==> config.mk <==
export PLATFORM = sky130hd
export DESIGN_NAME = led_pattern_ctrl
export DESIGN_NICKNAME = d
export VERILOG_FILES = /design/src/rtl/led_pattern_ctrl_pkg.sv /design/src/rtl/led_pattern_ctrl_key_debounce.sv /design/src/rtl/led_pattern_ctrl.sv
export SDC_FILE = /design/constraint.sdc
export NUM_CORES = 1
export LEC_CHECK = 0
export BUFFER_PORTS_ARGS = -buffer_cell sky130_fd_sc_hd__buf_2
export CAP_MARGIN = 20
export CORE_ASPECT_RATIO = 1.2
export CORE_MARGIN = 5
export CORE_UTILIZATION = 40
export CTS_CLUSTER_DIAMETER = 50
export DETAILED_ROUTE_END_ITERATION = 7
export GPL_TIMING_DRIVEN = 0
export PLACE_DENSITY_LB_ADDON = 0.2
export SLEW_MARGIN = 20
export SYNTH_ARGS = -nofsm -noshare
export SYNTH_HDL_FRONTEND = slang
export SYNTH_SLANG_ARGS = --single-unit
==> constraint.sdc <==
create_clock -name clk -period 2.7 [get_ports clk]
set_input_delay 0.54 -clock clk [delete_from_list [all_inputs] [get_ports clk]]
set_output_delay 0.54 -clock clk [all_outputs]
set_load 0.01 [all_outputs]
==> src/rtl/led_pattern_ctrl_pkg.sv <==
// Shared encodings for the LED pattern controller: mode codes, per-mode seed
// values and ping-pong direction.
package led_pattern_ctrl_pkg;

    localparam logic [1:0] MODE_FILL     = 2'd0;
    localparam logic [1:0] MODE_CHASE    = 2'd1;
    localparam logic [1:0] MODE_PINGPONG = 2'd2;
    localparam logic [1:0] MODE_BLINK    = 2'd3;

    localparam logic [7:0] SEED_FILL     = 8'h00;
    localparam logic [7:0] SEED_CHASE    = 8'h01;
    localparam logic [7:0] SEED_PINGPONG = 8'h01;
    localparam logic [7:0] SEED_BLINK    = 8'h00;

    localparam logic DIR_LEFT  = 1'b0;
    localparam logic DIR_RIGHT = 1'b1;

    function automatic logic [7:0] mode_seed(input logic [1:0] m);
        case (m)
            MODE_FILL:     return SEED_FILL;
            MODE_CHASE:    return SEED_CHASE;
            MODE_PINGPONG: return SEED_PINGPONG;
            default:       return SEED_BLINK;
        endcase
    endfunction

endpackage

==> src/rtl/led_pattern_ctrl_key_debounce.sv <==
// Push-button debouncer: 2-FF synchroniser, stability counter, one-cycle pulse
// on an accepted press (debounced 1->0).
module key_debounce
    import led_pattern_ctrl_pkg::*;
#(
    parameter logic [19:0] DEB_CNT = 20'd999_999
) (
    input  logic clk,
    input  logic rst_n,
    input  logic key_n,
    output logic press
);

    logic        sync1;
    logic        sync2;
    logic        db;
    logic [1:0]  fill;
    logic        armed;
    logic [19:0] cnt;

    // A key already held through reset must be seen released before it can
    // generate a press; fill marks when sync2 reflects the real pin.
    always_ff @(posedge clk or negedge rst_n) begin
        if (!rst_n) begin
            sync1 <= 1'b1;
            sync2 <= 1'b1;
            db    <= 1'b1;
            fill  <= 2'b00;
            armed <= 1'b0;
            cnt   <= '0;
            press <= 1'b0;
        end else begin
            sync1 <= key_n;
            sync2 <= sync1;
            fill  <= {fill[0], 1'b1};
            armed <= armed | (fill[1] & sync2);
            press <= 1'b0;
            if (sync2 == db) begin
                cnt <= '0;
            end else if (cnt == DEB_CNT) begin
                cnt   <= '0;
                db    <= sync2;
                press <= db & armed;
            end else begin
                cnt <= cnt + 20'd1;
            end
        end
    end

endmodule

==> src/rtl/led_pattern_ctrl.sv <==
// 8-LED pattern sequencer: four patterns stepped by a speed-scaled tick,
// mode and speed selected by two debounced push-buttons.
module led_pattern_ctrl
    import led_pattern_ctrl_pkg::*;
#(
    parameter logic [25:0] TICK_BASE = 26'd49_999_999,
    parameter logic [19:0] DEB_CNT   = 20'd999_999
) (
    input  logic       clk,
    input  logic       rst_n,
    input  logic       key_mode_n,
    input  logic       key_speed_n,
    output logic [7:0] led,
    output logic [1:0] mode,
    output logic [1:0] speed
);

    logic        mode_press;
    logic        speed_press;
    logic [25:0] period;
    logic [25:0] term;
    logic [25:0] cnt;
    logic        tick;
    logic        dir;
    logic [1:0]  mode_next;
    logic [7:0]  step_led;
    logic        step_dir;

    key_debounce #(.DEB_CNT(DEB_CNT)) u_mode_key (
        .clk   (clk),
        .rst_n (rst_n),
        .key_n (key_mode_n),
        .press (mode_press)
    );

    key_debounce #(.DEB_CNT(DEB_CNT)) u_speed_key (
        .clk   (clk),
        .rst_n (rst_n),
        .key_n (key_speed_n),
        .press (speed_press)
    );

    assign period    = (TICK_BASE + 26'd1) >> speed;
    assign term      = period - 26'd1;
    assign mode_next = mode + 2'd1;

    always_ff @(posedge clk or negedge rst_n) begin
        if (!rst_n) begin
            cnt  <= '0;
            tick <= 1'b0;
        end else begin
            tick <= (cnt == term);
            if (mode_press || speed_press || (cnt == term))
                cnt <= '0;
            else
                cnt <= cnt + 26'd1;
        end
    end

    always_comb begin
        step_led = led;
        step_dir = dir;
        case (mode)
            MODE_FILL:  step_led = (led == 8'hFF) ? 8'h00 : {led[6:0], 1'b1};
            MODE_CHASE: step_led = {led[6:0], led[7]};
            MODE_PINGPONG: begin
                // Direction flips on the step that reaches an end, so the end
                // value is shown once and never repeated.
                if (dir == DIR_LEFT) begin
                    step_led = {led[6:0], 1'b0};
                    if (led == 8'h40) step_dir = DIR_RIGHT;
                end else begin
                    step_led = {1'b0, led[7:1]};
                    if (led == 8'h02) step_dir = DIR_LEFT;
                end
            end
            default:    step_led = ~led;
        endcase
    end

    // A mode press reloads the seed and overrides any tick in the same cycle.
    always_ff @(posedge clk or negedge rst_n) begin
        if (!rst_n) begin
            led   <= 8'h00;
            mode  <= MODE_FILL;
            speed <= 2'd0;
            dir   <= DIR_LEFT;
        end else begin
            if (mode_press) begin
                mode <= mode_next;
                led  <= mode_seed(mode_next);
                dir  <= DIR_LEFT;
            end else if (tick) begin
                led <= step_led;
                dir <= step_dir;
            end
            if (speed_press)
                speed <= speed + 2'd1;
        end
    end

endmodule

Yosys cells after proc, flatten, opt, wreduce, memory -nomap -nowiden:

Index checks and enable logic that the tools add are counted.

* bits in registers: 94
* output and inout port bits: 12

* reduce and logical (&&, ||, !) cells: 9
* add/sub/neg operators: 6
* bitwise logic cells: 9
* shift operators: 1
* equal/unequal tests: 12
* mux-type cells: 21

Operators with widths (count)
* 20-bit two-way mux: 4
* 20-bit by 1-bit adder with 20-bit output (second input constant): 2
* 20-bit equality test (second input constant): 2
* 8-bit two-way mux: 4
* 26-bit by 1-bit adder with 26-bit output (second input constant): 1
* 26-bit equality test: 1
* 26-bit two-way mux: 1
* 26-bit by 2-bit right shift with 26-bit output (first input constant): 1
* 26-bit by 1-bit subtractor with 26-bit output (second input constant): 1
* 8-bit case mux with 3 select lines: 1
* 1-bit two-way mux: 11
* 8-bit by 2-bit equality test with 1-bit output (second input constant): 1
* 8-bit by 7-bit equality test with 1-bit output (second input constant): 1
* 8-bit equality test (second input constant): 1
* 8-bit inverter: 1
* 2-bit AND reduction: 3
* 2-bit by 1-bit adder with 2-bit output (second input constant): 2
* 1-bit AND: 4
* 2-bit by 1-bit equality test with 1-bit output (second input constant): 2
* 2-bit equality test (second input constant): 2
* 2-bit nonzero test: 2
* 1-bit equality test: 2
* 2-bit logical NOT: 1
* 1-bit logical OR: 2
* 3 further kinds: 5

Longest topological paths before layout:

Gate-level depths: netlist of the first run.

* depth after elaboration: 6
* mapped depth: 10
* gate-level depth less buffers: 9

By module:

Synthesis of the first run repeated with hierarchy kept, for this count alone.

* cells, all modules: 486
* area, all modules: 4967.3 um^2

By module, submodules not included
* key_debounce: sequential area each 679.4 um^2, cells an instance 114, times used 2, area an instance 1280.0 um^2
* led_pattern_ctrl: sequential area each 1001.0 um^2, cells an instance 258, times used 1, area an instance 2407.3 um^2

Worst setup path after synthesis of the first run:

No wires, ideal clock.

* kind: reg-to-reg
* start: register speed[0]
* end: register cnt[17]
* setup time: 0.119 ns
* cell stages (with the launch flop): 11
* clock period less this slack: 2.444 ns
* data required time: 2.581 ns
* buffers on the path: 1
* path slack: 0.256 ns
* data arrival time: 2.325 ns
* path through: dfrtp_1 > inv_1 > ha_1 > inv_1 > ha_1 > xnor2_1 > nor4_1 > o2111ai_1 > o31ai_4 > buf_6 > nor2_1

* longest elaborated chain between the ends: 5

RTL lines
* start, declared: line led_pattern_ctrl.sv:15 `output logic [1:0] speed`
* start signal, assigned: line led_pattern_ctrl.sv:98 `speed <= speed + 2'd1;`
* 26-bit by 2-bit right shift with 26-bit output: line led_pattern_ctrl.sv:43 `assign period = (TICK_BASE + 26'd1) >> speed;`
* 26-bit by 1-bit subtractor with 26-bit output: line led_pattern_ctrl.sv:44 `assign term = period - 26'd1;`
* 26-bit equality test: line led_pattern_ctrl.sv:53 `if (mode_press || speed_press || (cnt == term))`
* 1-bit logical OR: line led_pattern_ctrl.sv:53
* 26-bit two-way mux: line led_pattern_ctrl.sv:53
* end signal, assigned: line led_pattern_ctrl.sv:56 `cnt <= cnt + 26'd1;`
* end, declared: line led_pattern_ctrl.sv:22 `logic [25:0] cnt;`

No other way between the ends.
A chain may end at the register's enable or synchronous reset.

Worst setup path after layout of the first run:

* start: register speed[0]
* end: register cnt[13]

The elaborated chain is that of the path after synthesis.

==> out/metrics.yaml, run 1 <==
rsz0062_at_grt: "no"
fp.dieArea_um2: 14180
synth_cell_type_count: 43
crit_buf_inv: 3
syn_nets: 509
cts_root_buf: "clkbuf_16"
clk_pin_slew_ns: 0.07
skew_ns: 0.009392
via_count: 3520
rrSetupSlack_ns: 0.13
ys_warn_count: 0
dp.cells: 663
cp.arrival_ns: 2.80
drv_cap: 0
period_share: 0.9505
critPathMaxStageDelay_ns: 0.46
grt_max_degree: 58
synth-edff-count: 0
crit_cells: 10
portBuffers: 15
end_kind: "register"
crit_family: "compound AO/OA/AOI/OAI gates"
synth_seq_cells: 92
routed_wl_mm: 9.473
hold_buffers: 0
clk-insertion-delay-late_ns: 0.35
synth_flop_cell: "dfrtp_1"
viasPerCell: 5.169
fmax_ghz: 0.3896
core-area_um2: 11620
grt_pass1_vias: 3385
yosysTopAreaCell: "dfrtp_1"
cts_tree: "done"
p_per_area_nw_per_um2: 544.8
slew_viol_final: 0
netSwitchingFraction: 0.2088
start_kind: "register"
h-tree-depth: 3
fin_nets: 538
die_width_um: 109.6
grt-ovfl-total: 0
slowest_stage: "dfrtp_2"
grt_usage: 0.1431
min_period_ns: 2.566
dp_hpwl_mm: 6.436
antenna_found_initial: 0
avgSynthCellArea_um2: 9.708
critPathKind: "reg -> reg"
drt_iter0_drc: 191
peakVddDrop_uv: 307.8
netSwitchingPower_mw: 0.6203
numCtsBuffers: 9
drive_gt1_frac: 0.1221
die_y_um: 129.5
placed_area_um2: 5062
routedWlPerCell_um: 13.91
outcome: "finished clean"
fin_util: 0.4691
crit_fanout: 10
cp.required_ns: 2.93
ys_seq_area_frac: 0.4855
setup_viol: 0
final_common_cell: "dfrtp_1"
combPwrFrac: 0.022
hold_class: "in -> async"
timing.slew.headroom: 0.3714
final_antenna_net_count: 0
syn-cell-area_um2: 4757
final_cell_mix: "dfrtp_1 (85), nor2_1 (80), xor2_1 (48)"
r2r_cells: 10
final_cell_area_um2: 5451
synthTopCellsByArea: "dfrtp_1 (45%), xor2_1 (8.8%), nor2_1 (6.3%), xnor2_1 (4.8%), ha_1 (3.9%)"
start_util: 0.4093
worst_path_most_repeated_cell: "inv_1"
netlist_instances: 490
cts.sinks: 92
intPower_mw: 2.350
crit_chain: "inv_1, ha_2, inv_1, ha_1, xnor2_1, nor4_2, o2111ai_2, o31ai_4, buf_6, nor2_1"
ioPinCount: 16
row_count: 43
nFillCells: 1119
hold_viol_final: 0
async_flop_share: 1.000
worst_pin_slew_ns: 0.9356
clockBufferDepth: 2
p_leak_nw: 2.381
seq_power_share: 0.472
gp_congestion: 0.8638
syn_to_final_growth_pct: 14.60
grt_first_pass_wirelength_mm: 16.22
power_frac_clock: 0.506
num_antenna_cells: 0
first_pass_iters: 4
synth_top_area_share: 0.4524
post-route-drc-count: 0
stdcell_count: 681
## worst paths after layout
kind	start	to
max reg2reg	speed[0]	cnt[13]
min	rst_n	dir
max	speed[0]	cnt[13]
min in group clk	key_mode_n	u_mode_key.sync1
max in group asynchronous	rst_n	u_mode_key.db
min reg2reg	u_speed_key.sync1	u_speed_key.sync2
## area by class of cell
class,count,area (um^2),share of cell area
plain buffers,16,85.08,0.01561
clock buffers,10,239.0,0.04384
clock inverters,6,116.4,0.02135
inverters,18,67.56,0.01239
multi-input cells,364,2312,0.4241
flip-flops and latches,92,2311,0.4239
well taps,157,196.4,0.03603
repair buffers,18,123.9,0.02272
## repair_timing
item,in CTS,in global routing
resized for setup,0,5
pin swaps,1,4
buffers inserted,2,0
setup endpoints to repair,20,25
## synthesized netlist by cell type (4+ instances only)
cell type,instances
dfrtp_1,86
ha_1,15
nor4b_1,4
buf_2,4
nand4_1,22
nand2b_1,4
dfstp_2,6
and3_1,9
nor2_1,80
and4_1,4
nor4_1,11
nand3_1,37
a21boi_0,4
a31oi_1,5
o21ai_0,11
xor2_1,48
clkbuf_1,8
nor3_1,9
or2_2,4
a21oi_1,7
inv_1,18
nand2_1,33
mux2i_1,4
xnor2_1,26
## metrics by stage
step | setup TNS (ns) | setup slack [ns] | hold slack [ns] | total power, mW
after floorplan | 0 | 0.2562 | 0.2444 | 1.451
after global placement | 0 | 0.06997 | 0.3320 | 1.489
after detailed placement | -0.03884 | -0.006425 | 0.3441 | 1.497
after CTS | 0 | 0.03059 | 0.08444 | 3.001
after global routing | 0 | 0.01251 | 0.1003 | 3.059
final | 0 | 0.1336 | 0.07562 | 2.970
## state kept, by name (all words and copies together), names as in the netlist, 2 cells and up
| register | cells |
|---|---|
| u_mode_key.cnt | 20 |
| cnt | 26 |
| led | 8 |
| mode | 2 |
| u_speed_key.cnt | 20 |
| speed | 2 |
## worst register-to-register path: stages (launching register included)
cell       delay, ns
dfrtp_2         0.46
inv_1           0.15
ha_2            0.24
inv_1           0.07
ha_1            0.28
xnor2_1         0.14
nor4_2          0.25
o2111ai_2       0.20
o31ai_4         0.41
buf_6           0.20
nor2_1          0.06
## layer usage
metal  track usage  share of wire  wire [um]
met1        0.1909           0.48       4519
met5             0              0          0
met3       0.02890          0.028        261
met2        0.2271           0.47       4480
met4       0.05796          0.022        213
## kinds of logic after synthesis
group                      after synthesis  synth area share
AOI/OAI and AO/OA                       42           0.05944
xor gates and xnor gates                74            0.1362
adders and majority gates               15           0.03945
other                                    1         0.0007883
and+or+nand+nor                        226            0.2333
DFF                                     92            0.4855
buffers and inverters                   34           0.03209
muxes                                    6           0.01315
## power groups by stage
stage | Sequential, mW | Clock, mW | Combinational [mW]
5_1_grt | 1.40 | 1.58 | 0.0757
2_1_floorplan | 1.43 | 0 | 0.0246
6_report | 1.40 | 1.50 | 0.0640
4_1_cts | 1.40 | 1.53 | 0.0681
3_3_place_gp | 1.43 | 0 | 0.0603
3_5_place_dp | 1.43 | 0 | 0.0679
No activity file was read; power rests on OpenSTA's default activity.
==> inputs of run 2 (changes only) <==
--- a/config.mk
+++ b/config.mk
@@ -5,7 +5,7 @@
 export SDC_FILE = /design/constraint.sdc
 export NUM_CORES = 1
 export LEC_CHECK = 0
-export BUFFER_PORTS_ARGS = -buffer_cell sky130_fd_sc_hd__buf_2
+export BUFFER_PORTS_ARGS = -buffer_cell sky130_fd_sc_hd__buf_4
 export CAP_MARGIN = 20
 export CORE_ASPECT_RATIO = 1.2
 export CORE_MARGIN = 5
==> run 2 against run 1 <==
Final cell count decreased by 0.15%. Sequential power is essentially flat. Clock power fell by 23%.
==> out/metrics.yaml, run 2 (same netlist as run 1, synthesis figures left out) <==
h-tree-depth: 3  # unchanged
p_leak_nw: 2.322  # was 2.381 nW
row_count: 43  # unchanged
gp_congestion: 0.8263  # was 0.8638
top_register: "cnt"  # unchanged
fin_nets: 537  # was 538
reg_top3: "cnt (26), u_mode_key.cnt (20), u_speed_key.cnt (20)"  # unchanged
cts_tree: "done"  # unchanged
drive_gt1_frac: 0.1185  # was 0.1221
setup_viol: 0  # unchanged
die_width_um: 109.6  # unchanged
min_period_ns: 2.546  # was 2.566 ns
clockBufferDepth: 2  # unchanged
first_pass_iters: 4  # unchanged
cts.sinks: 92  # unchanged
worst_path_most_repeated_cell: "ha_1"  # was inv_1
num_antenna_cells: 0  # unchanged
grt-ovfl-total: 0  # unchanged
critPathMaxStageDelay_ns: 0.46  # about the same
nFillCells: 1157  # was 1119
syn_to_final_growth_pct: 12.89  # was 14.60%
start_kind: "register"  # unchanged
p_total_mw: 2.617  # was 2.970 mW
drv_cap: 0  # unchanged
p_per_area_nw_per_um2: 487.4  # was 544.8 nW/um^2
grt_usage: 0.1461  # was 0.1431
ioPinCount: 16  # unchanged
crit_buf_inv: 3  # unchanged
grt_pass1_vias: 3471  # was 3385
fin_util: 0.4621  # was 0.4691
netSwitchingFraction: 0.2243  # was 0.2088
numCtsBuffers: 9  # unchanged
skew_ns: 0.005258  # was 0.009392 ns
cp.required_ns: 2.92  # was 2.93 ns
power_frac_clock: 0.441  # was 0.506
timing.slew.headroom: 0.3462  # was 0.3714
finalSetupTns_ns: 0  # unchanged
viasPerCell: 5.147  # was 5.169
crit_chain: "inv_2, ha_1, inv_1, ha_1, xnor2_1, nor4_2, o2111ai_2, o31ai_4, buf_6, nor2_1"  # was inv_1, ha_2, inv_1, ha_1, xnor2_1, nor4_2, o2111ai_2, o31ai_4, buf_6, nor2_1
via_count: 3500  # was 3520
die_y_um: 129.5  # unchanged
routedWlPerCell_um: 13.65  # was 13.91 um
end_kind: "register"  # unchanged
hold_class: "in -> async"  # unchanged
hold_buffers: 0  # unchanged
critPathKind: "reg -> reg"  # unchanged
outcome: "finished clean"  # unchanged
worst_pin_slew_ns: 0.9733  # was 0.9356 ns
grt_first_pass_wirelength_mm: 16.48  # was 16.22 mm
hold_viol_final: 0  # unchanged
cts_root_buf: "clkbuf_16"  # unchanged
post-route-drc-count: 0  # unchanged
cp.arrival_ns: 2.77  # was 2.80 ns
peakVddDrop_uv: 269.1  # was 307.8 uV
clk-insertion-delay-late_ns: 0.34  # was 0.35 ns
intPower_mw: 2.030  # was 2.350 mW
fp.dieArea_um2: 14180  # unchanged
final_cell_mix: "dfrtp_1 (84), nor2_1 (80), xor2_1 (48)"  # was dfrtp_1 (85), nor2_1 (80), xor2_1 (48)
netSwitchingPower_mw: 0.5871  # was 0.6203 mW
final_antenna_net_count: 0  # unchanged
combPwrFrac: 0.023  # was 0.022
largest_reg_flops: 26  # unchanged
dp_hpwl_mm: 6.312  # was 6.436 mm
start_util: 0.4093  # unchanged
portBuffers: 15  # unchanged
slew_viol_final: 0  # unchanged
clk_pin_slew_ns: 0.06  # was 0.07 ns
seq_power_share: 0.536  # was 0.472
fmax_ghz: 0.3928  # was 0.3896 GHz
antenna_found_initial: 0  # unchanged
slowest_stage: "dfrtp_2"  # unchanged
routed_wl_mm: 9.285  # was 9.473 mm
core-area_um2: 11620  # unchanged
crit_family: "compound AO/OA/AOI/OAI gates"  # unchanged
crit_fanout: 10  # unchanged
drt_iter0_drc: 184  # was 191
grt_max_degree: 93  # was 58
final_common_cell: "dfrtp_1"  # unchanged
period_share: 0.9430  # was 0.9505
[run 2: changes by cell type in the layout (fill, tap and decap cells not counted), moves of 2 or more]
cell,previous run,this run
buf_2,18,4
buf_4,3,17
bufinv_16,3,0
clkinvlp_4,0,3
clkinv_2,0,2
ha_1,13,15
ha_2,2,0
inv_6,2,0
[run 2: layout make-up]
type,instances,area (um^2),share of cell area
clock inverters,6,41.29,0.007689
clock buffers,10,229.0,0.04264
well taps,157,196.4,0.03658
flip-flops and latches,92,2312,0.4306
repair buffers,17,131.4,0.02446
multi-input cells,364,2307,0.4296
inverters,18,67.56,0.01258
plain buffers,16,85.08,0.01584
[run 2: power groups by stage]
| stage | clock network (mW) | logic (mW) | registers (mW) |
|---|---|---|---|
| floorplan | 0 | 0.0246 | 1.43 |
| global placement | 0 | 0.0608 | 1.43 |
| detailed placement | 0 | 0.0629 | 1.43 |
| CTS | 1.19 | 0.0631 | 1.40 |
| global route | 1.25 | 0.0708 | 1.40 |
| finish | 1.16 | 0.0591 | 1.40 |
[run 2: layer usage]
metal	global-route usage	wire, um
met4	0.06163	175
met1	0.1927	4339
met3	0.02790	306
met2	0.2346	4463
met5	0	0
[run 2: through the flow]
stage          setup WS [ns]  instances  hold WS, ns  area (um^2)
2_1_floorplan         0.2562        490       0.2444         4757
3_3_place_gp         0.05313        662       0.3326         5066
3_5_place_dp        0.009141        662       0.3378         5070
4_1_cts              0.06476        679       0.2934         5348
5_1_grt             -0.02525        680       0.2871         5370
6_report              0.1539        680       0.2586         5370
[run 2: final timing paths]
path	startpoint	end	slack [ns]	cells past startpoint
min	rst_n	dir	0.26	1
max	speed[0]	cnt[12]	0.15	10
min in group clk	key_mode_n	u_mode_key.sync1	0.31	1
max in group asynchronous	rst_n	speed[0]	1.83	1
min reg2reg	u_speed_key.fill[0]	u_mode_key.fill[1]	0.35	0
max reg2reg	speed[0]	cnt[12]	0.15	10
[run 2: repair_timing]
| item | in CTS | in global routing |
|---|---|---|
| setup buffers | 1 | 1 |
| hold endpoints to repair | 0 | 0 |
| endpoints found under the setup margin | 20 | 26 |
| pin swaps | 1 | 2 |
| gates resized for setup | 0 | 5 |
